$ cat src/rtl/cdpr_pkg.sv
// Shared definitions for cleared_dual_port_ram: clear-sequencer FSM states
// and the default fill constant.
package cdpr_pkg;

   typedef enum logic {
      IDLE  = 1'b0,
      CLEAR = 1'b1
   } cdpr_state_e;

   localparam int unsigned CDPR_DEFAULT_FILL = 0;

endpackage

$ cat src/rtl/cdpr_clear_sequencer.sv
// Clear sequencer: sweeps addresses 0..DEPTH-1 once per clear request (or
// after reset release when CLEAR_ON_RESET=1) and reports busy while sweeping.
module cdpr_clear_sequencer
   import cdpr_pkg::*;
#(
   parameter int ADDR_WIDTH     = 9,
   parameter int DEPTH          = 2 ** ADDR_WIDTH,
   parameter bit CLEAR_ON_RESET = 1'b1
) (
   input  logic                  clock_i,
   input  logic                  reset_i,
   input  logic                  clear_i,
   output logic [ADDR_WIDTH-1:0] sweep_addr_o,
   output logic                  sweep_we_o,
   output logic                  busy_o,
   output cdpr_state_e           state_o
);

   localparam logic [ADDR_WIDTH-1:0] LAST_ADDR  = ADDR_WIDTH'(DEPTH - 1);
   localparam cdpr_state_e           RESET_STATE = CLEAR_ON_RESET ? CLEAR : IDLE;

   cdpr_state_e           state_q, state_d;
   logic [ADDR_WIDTH-1:0] count_q, count_d;

   always_ff @(posedge clock_i or posedge reset_i) begin
      if (reset_i) begin
         state_q <= RESET_STATE;
         count_q <= '0;
      end else begin
         state_q <= state_d;
         count_q <= count_d;
      end
   end

   // A clear request seen while already sweeping is ignored on purpose.
   always_comb begin
      state_d    = state_q;
      count_d    = count_q;
      sweep_we_o = 1'b0;
      case (state_q)
         IDLE: begin
            if (clear_i) begin
               state_d = CLEAR;
               count_d = '0;
            end
         end
         CLEAR: begin
            sweep_we_o = 1'b1;
            if (count_q == LAST_ADDR) begin
               state_d = IDLE;
               count_d = '0;
            end else begin
               count_d = count_q + ADDR_WIDTH'(1);
            end
         end
         default: begin
            state_d = IDLE;
            count_d = '0;
         end
      endcase
   end

   assign sweep_addr_o = count_q;
   assign busy_o       = (state_q == CLEAR);
   assign state_o      = state_q;

endmodule

$ cat src/rtl/cleared_dual_port_ram.sv
// Single-clock simple dual-port RAM with a clear sweep, write-first forwarding
// and out-of-range protection. Define CDPR_OUT_REG_EN for a 2-cycle read path.
module cleared_dual_port_ram
   import cdpr_pkg::*;
#(
   parameter int                    DATA_WIDTH     = 7,
   parameter int                    ADDR_WIDTH     = 9,
   parameter int                    DEPTH          = 2 ** ADDR_WIDTH,
   parameter logic [DATA_WIDTH-1:0] FILL_VALUE     = DATA_WIDTH'(CDPR_DEFAULT_FILL),
   parameter bit                    CLEAR_ON_RESET = 1'b1
) (
   input  logic                  clock_i,
   input  logic                  reset_i,
   input  logic [DATA_WIDTH-1:0] data_i,
   input  logic [ADDR_WIDTH-1:0] write_addr_i,
   input  logic                  we_i,
   input  logic [ADDR_WIDTH-1:0] read_addr_i,
   input  logic                  re_i,
   input  logic                  clear_i,
   output logic [DATA_WIDTH-1:0] q_o,
   output logic                  valid_o,
   output logic                  busy_o,
   output logic                  drop_o
);

   localparam int                IDX_W     = (DEPTH > 1) ? $clog2(DEPTH) : 1;
   localparam logic [ADDR_WIDTH:0] DEPTH_EXT = (ADDR_WIDTH + 1)'(DEPTH);

   logic [DATA_WIDTH-1:0] mem [DEPTH];

   logic [ADDR_WIDTH-1:0] sweep_addr;
   logic                  sweep_we;
   logic                  busy;
   cdpr_state_e           seq_state;

   cdpr_clear_sequencer #(
      .ADDR_WIDTH     (ADDR_WIDTH),
      .DEPTH          (DEPTH),
      .CLEAR_ON_RESET (CLEAR_ON_RESET)
   ) u_clear_sequencer (
      .clock_i      (clock_i),
      .reset_i      (reset_i),
      .clear_i      (clear_i),
      .sweep_addr_o (sweep_addr),
      .sweep_we_o   (sweep_we),
      .busy_o       (busy),
      .state_o      (seq_state)
   );

   logic wr_in_range, rd_in_range, wr_ok;

   assign wr_in_range = ({1'b0, write_addr_i} < DEPTH_EXT);
   assign rd_in_range = ({1'b0, read_addr_i} < DEPTH_EXT);
   assign wr_ok       = we_i && (seq_state == IDLE) && wr_in_range;

   // Sweep and user writes are mutually exclusive: users only write in IDLE.
   always_ff @(posedge clock_i) begin
      if (sweep_we) begin
         mem[sweep_addr[IDX_W-1:0]] <= FILL_VALUE;
      end else if (wr_ok) begin
         mem[write_addr_i[IDX_W-1:0]] <= data_i;
      end
   end

   logic [DATA_WIDTH-1:0] rd_data;

   always_comb begin
      rd_data = mem[read_addr_i[IDX_W-1:0]];
      if (busy || !rd_in_range) begin
         rd_data = FILL_VALUE;
      end else if (wr_ok && (write_addr_i == read_addr_i)) begin
         rd_data = data_i;
      end
   end

   logic [DATA_WIDTH-1:0] rd_q;
   logic                  rd_valid_q;
   logic                  drop_q;

   always_ff @(posedge clock_i or posedge reset_i) begin
      if (reset_i) begin
         rd_q       <= '0;
         rd_valid_q <= 1'b0;
         drop_q     <= 1'b0;
      end else begin
         rd_valid_q <= re_i;
         drop_q     <= we_i && !wr_ok;
         if (re_i) begin
            rd_q <= rd_data;
         end
      end
   end

`ifdef CDPR_OUT_REG_EN
   logic [DATA_WIDTH-1:0] out_q;
   logic                  out_valid_q;

   always_ff @(posedge clock_i or posedge reset_i) begin
      if (reset_i) begin
         out_q       <= '0;
         out_valid_q <= 1'b0;
      end else begin
         out_valid_q <= rd_valid_q;
         if (rd_valid_q) begin
            out_q <= rd_q;
         end
      end
   end

   assign q_o     = out_q;
   assign valid_o = out_valid_q;
`else
   assign q_o     = rd_q;
   assign valid_o = rd_valid_q;
`endif

   assign busy_o = busy;
   assign drop_o = drop_q;

endmodule

$ cat config.mk
export PLATFORM = sky130hd
export DESIGN_NAME = cleared_dual_port_ram
export DESIGN_NICKNAME = d
export VERILOG_FILES = /design/src/rtl/cdpr_pkg.sv /design/src/rtl/cdpr_clear_sequencer.sv /design/src/rtl/cleared_dual_port_ram.sv
export SDC_FILE = /design/constraint.sdc
export NUM_CORES = 2
export LEC_CHECK = 0
export BUFFER_PORTS_ARGS = -buffer_cell sky130_fd_sc_hd__buf_2
export CORE_MARGIN = 2
export CORE_UTILIZATION = 50
export CTS_CLUSTER_DIAMETER = 50
export CTS_CLUSTER_SIZE = 25
export DETAILED_ROUTE_END_ITERATION = 7
export PLACE_DENSITY = 0.65
export SYNTH_ARGS = -nofsm -noshare
export SYNTH_HDL_FRONTEND = slang
export SYNTH_HIERARCHICAL = 1
export SYNTH_SLANG_ARGS = --single-unit
$ cat constraint.sdc
create_clock -name clock_i -period 21.7 [get_ports clock_i]
set_clock_uncertainty 0.2 [all_clocks]
set_input_delay 4.34 -clock clock_i [delete_from_list [all_inputs] [get_ports clock_i]]
set_output_delay 4.34 -clock clock_i [all_outputs]
set_load 0.01 [all_outputs]
After elaboration in Yosys (flattened, before gate mapping)
Memory sizes are Yosys's and may differ from the RTL's. Index checks and enable logic that the tools add are counted.

Memories kept: 1. Register bits: 19. Logic and storage cells: 33. Memory bits (writable): 3584.

Memory list: mem (depth 512, bits a word 7, read ports 1, clocked after memory_dff 0, wr ports 1, RTL line cleared_dual_port_ram.sv:29) `logic [DATA_WIDTH-1:0] mem [DEPTH];`.

Bitwise operators: 1. Add/subtract/negate cells: 1. Eq/ne operators: 3. Mux-type cells: 17. Reduce and logical (&&, ||, !) cells: 5.

Operators with widths (number): two-way mux 9 bit (3); two-way mux 7 bit (3); case mux 9 bit (2 select lines) (1); adder 9 x 1 -> 9 bit (second input constant) (1); equality test 9 bit (1); equality test 9 bit (second input constant) (1); two-way mux 1 bit (9); OR reduction 7 bit (1); logical AND 1 bit (3); != test 2 bit (second input constant) (1); case mux 1 bit (2 select lines) (1); zero test 1 bit (1); inverter 1 bit (1).

Longest topological paths before layout
Word-level depth: 7. Mapped depth: 15. Depth with buffers taken out: 8.

Cells and area by module
Netlist, hierarchy kept.

Modules (own cells, without submodules): cleared_dual_port_ram (area each 142578.0 µm², cells an instance 7144, seq. area each 107848.4 µm², times used 1); cdpr_clear_sequencer (area each 540.5 µm², cells an instance 54, seq. area each 251.5 µm², times used 1).

Least setup slack after synthesis
OpenSTA, ideal clock, no wires.

Kind: input to register. From: in we_i. To: mem mem[0][0] (data pin). Data arrival time: 11.467 ns. Library setup time: 1.538 ns. Setup slack: 8.495 ns. Stages on the path: 4. Path buffers: 1. Cells stage by stage: nand2b_1 -> nor2_1 -> clkbuf_1 -> and2_1.

Longest elaborated chain between the ends: 6.

Ends and longest elaborated chain: start, declared (RTL line cleared_dual_port_ram.sv:16) `input logic we_i,`; logical AND 1 bit (RTL line cleared_dual_port_ram.sv:54) `assign wr_ok = we_i && (seq_state == IDLE) && wr_in_range;`; two-way mux 1 bit (RTL line cleared_dual_port_ram.sv:60) `end else if (wr_ok) begin`; two-way mux 1 bit (RTL line cleared_dual_port_ram.sv:58) `if (sweep_we) begin`; two-way mux 1 bit (not written as such) (RTL line cleared_dual_port_ram.sv:61) `mem[write_addr_i[IDX_W-1:0]] <= data_i;`; OR reduction 7 bit (no source line); two-way mux 7 bit (no source line); end, declared (RTL line cleared_dual_port_ram.sv:29).

Every way passes these cells.

Worst setup path after layout
From: in read_addr_i[0]. To: reg rd_q[5] (netlist: q_o[5]).

Longest elaborated chain between the ends: 4.

Ends and longest elaborated chain: start, declared (RTL line cleared_dual_port_ram.sv:17) `input logic [ADDR_WIDTH-1:0] read_addr_i,`; branches (longest 2 deep; another with memory (512 x 7 bit)); two-way mux 7 bit (*) (RTL line cleared_dual_port_ram.sv:71) `end else if (wr_ok && (write_addr_i == read_addr_i)) begin`; two-way mux 7 bit (*) (RTL line cleared_dual_port_ram.sv:69) `if (busy || !rd_in_range) begin`; end signal, assigned (RTL line cleared_dual_port_ram.sv:89) `rd_q <= rd_data;`; end, declared (RTL line cleared_dual_port_ram.sv:76) `logic [DATA_WIDTH-1:0] rd_q;`.

Every way passes the cells marked *. A chain may end at the register's enable or synchronous reset.

==> impl_metrics.json <==
{
  "status": "finished clean",
  "path_class": "primary input to flop",
  "min_from": "u_clear_sequencer/sweep_addr_o[6]$_DFFE_PP0P_",
  "cp_cell_sequence": "buf_12 -> buf_4 -> buf_4 -> buf_4 -> buf_4 -> mux2i_1 -> o221ai_1 -> o22ai_1 -> nor2_1 -> a221oi_1 -> a2111oi_0 -> buf_4 -> nand3_1 -> o21ai_1",
  "r2r-start": "u_clear_sequencer/busy_o$_DFF_PP1_",
  "die_h_um": 539,
  "area_growth_pct": 9.44,
  "final_area_um2": 157000,
  "wire_per_inst_um": 33.8,
  "portBuffers": 39,
  "syn_avg_cell_area_um2": 19.9,
  "rows": 196,
  "crit_top_cell": "buf_4",
  "cts_tree": "done",
  "cts_htree_levels": 5,
  "ys_seq_area_share_pct": 75.5,
  "p_total_mw": 14.5,
  "ant_nets": 0,
  "grt_max_degree": 210,
  "coreArea_um2": 285000,
  "synthArstFlopShare_pct": 0.527,
  "drive_above_1_share_pct": 18.0,
  "antenna_found_initial": 12,
  "path_max_fanout": 105,
  "syn_nets": 7231,
  "start_kind": "primary input",
  "ios": 40,
  "synthCells": 7198,
  "synth_edf_count": 3584,
  "slew_violations": 0,
  "finalCriticalPeriod_ns": 9.93,
  "vias": 73700,
  "die_x_um": 539,
  "cts_sinks": 3603,
  "setup-tns-final_ns": 0,
  "hold_class": "flop to flop",
  "setup_viol": 0,
  "holdPathStages": 1,
  "cts_setup_buffers": 0,
  "max_cap_violations": 0,
  "critPathCaptureType": "flop",
  "layout_common_cells": "edfxtp_1, nor2_1, mux2i_1, mux4_2, clkbuf_16",
  "synth.distinct_cells": 95,
  "max_freq_mhz": 101,
  "grt_pass1_wl_um": 539000,
  "cts_resized": 0,
  "start_util_pct": 50.2,
  "vias_per_cell": 6.56,
  "final_common_cell": "edfxtp_1",
  "dp_cells": 10700,
  "synth_area_um2": 143000,
  "yosysWarnings": 6,
  "rsz0062_at_grt": "false",
  "cp_slowest_cell": "buf_4",
  "clockBufferDepth": 4,
  "clk_pin_slew_ns": 0.07,
  "regToRegEndpoint": "mem[118][2]$_DFFE_PP_",
  "stdcell_count": 11200,
  "grt_usage_pct": 25.8,
  "max-slew-margin-rel_pct": 8.74,
  "hold_viol_final": 0,
  "drc_errors": 0,
  "slowest_delay_ns": 0.93,
  "power_density_nw_per_um2": 92.6,
  "placed_area_um2": 146000,
  "r2r_cells": 7,
  "worst_ep_arrival_time_ns": 10.52,
  "grt_pass1_vias": 72400,
  "cts_buffers": 308,
  "ir_worst_vdd_mv": 0.0803,
  "cts_root_buffer": "clkbuf_16",
  "synth_top_flop_cell": "edfxtp_1",
  "wl_um": 380000,
  "min_to": "u_clear_sequencer/sweep_addr_o[6]$_DFFE_PP0P_",
  "overflow": 0,
  "min_period_over_period_pct": 45.7,
  "synth_seq_cells": 3603,
  "die_area_um2": 291000,
  "tightest_slew_ns": 1.35,
  "place.detailed.hpwl_um": 224000,
  "gp_congestion": 0.843,
  "reg2reg_slack_ns": 16.29,
  "startpoint": "read_addr_i[0]",
  "postCtsHoldBufs": 0,
  "leakagePower_nw": 53.6,
  "required_ns": 22.29,
  "fin_nets": 7268,
  "clock_latency_ns": 0.88,
  "first_iter_violations": 10000,
  "drt-pass1-iter-count": 6
}
==> cells by family after synthesis <==
logic type | count (synthesis) | synth area share, %
compound gates | 873 | 4.24
simple gates | 967 | 2.88
fa+ha+maj | 3 | 0.0262
buf+inv | 479 | 2.70
flops | 3603 | 75.5
xor+xnor | 9 | 0.0551
mux | 1264 | 14.6
==> flip-flops by register name, summed over array words and instances, names as in the netlist <==
name,count
valid_o,1
u_clear_sequencer/busy_o,1
q_o,7
mem,3584
drop_o,1
u_clear_sequencer/sweep_addr_o,9
==> where the power goes <==
part           leakage (nW)  switching [mW]  internal, mW  total, mW
sequential             36.5          0.0290          7.59       7.62
clock                  5.22            2.80          3.07       5.86
combinational          12.0           0.762         0.256       1.02
==> cells in the mapped netlist, types with 21 or more instances <==
| cell | number | share of area [%] |
|---|---|---|
| buf_4 | 24 | 0.13 |
| nand3_1 | 49 | 0.17 |
| buf_6 | 56 | 0.44 |
| mux2_2 | 27 | 0.21 |
| buf_2 | 94 | 0.33 |
| clkbuf_8 | 33 | 0.32 |
| a22oi_1 | 34 | 0.18 |
| o22ai_1 | 162 | 0.71 |
| clkbuf_1 | 141 | 0.37 |
| nand2_1 | 132 | 0.35 |
| a31oi_1 | 41 | 0.18 |
| and2_1 | 21 | 0.092 |
| mux2i_1 | 614 | 4.3 |
| edfxtp_1 | 3584 | 75 |
| nor3_1 | 52 | 0.18 |
| a21oi_1 | 162 | 0.57 |
| buf_8 | 64 | 0.67 |
| nor2_1 | 617 | 1.6 |
| o21ai_0 | 101 | 0.35 |
| o221ai_1 | 224 | 1.4 |
| mux4_2 | 525 | 8.3 |
| mux4_1 | 98 | 1.8 |
==> worst max-delay path: cells and delay by family <==
family / cells / cell delay, ns
muxes: 1 / 0.19
buffers and inverters: 6 / 3.69
AOI/OAI and AO/OA: 5 / 1.64
and+or+nand+nor: 2 / 0.44
==> layer usage <==
layer  global-route usage (%)  share of wire (%)  up-vias
li1                         -                  -    30000
met1                     36.2                 39    39000
met2                     40.2                 47     4024
met3                     5.18                9.8      730
met4                     9.86                4.3        6
met5                        0              0.012        -
==> cell type report <==
class                           instances  area, um2
Fill cell                           21400     128000
Sequential cell                      3603     108000
Multi-Input combinational cell       3116      31400
Clock buffer                          329       8000
Tap cell                             3762       4710
Clock inverter                        225       2810
Timing Repair Buffer                  195       1520
Inverter                               11       53.8
Antenna cell                            4       10.0
==> metrics by stage <==
stage	util, %	hold WS (ns)	worst slack (ns)
after floorplan	-	0.309	8.50
after global placement	51.2	0.368	10.94
after detailed placement	51.2	0.390	10.92
after CTS	55.0	0.404	11.81
after global routing	55.0	0.459	11.45
final	55.0	0.422	11.77
==> worst max-delay path by stage <==
stage	endpoint	slack, ns	depth (start not counted)
after floorplan	mem[0][0]$_DFFE_PP_	8.50	4
after global placement	q_o[5]$_DFFE_PP0P_	10.94	14
after detailed placement	q_o[5]$_DFFE_PP0P_	10.92	14
after CTS	q_o[5]$_DFFE_PP0P_	11.81	14
after global routing	q_o[5]$_DFFE_PP0P_	11.45	14
final	q_o[5]$_DFFE_PP0P_	11.77	14
No activity file was read; power rests on OpenSTA's default activity.
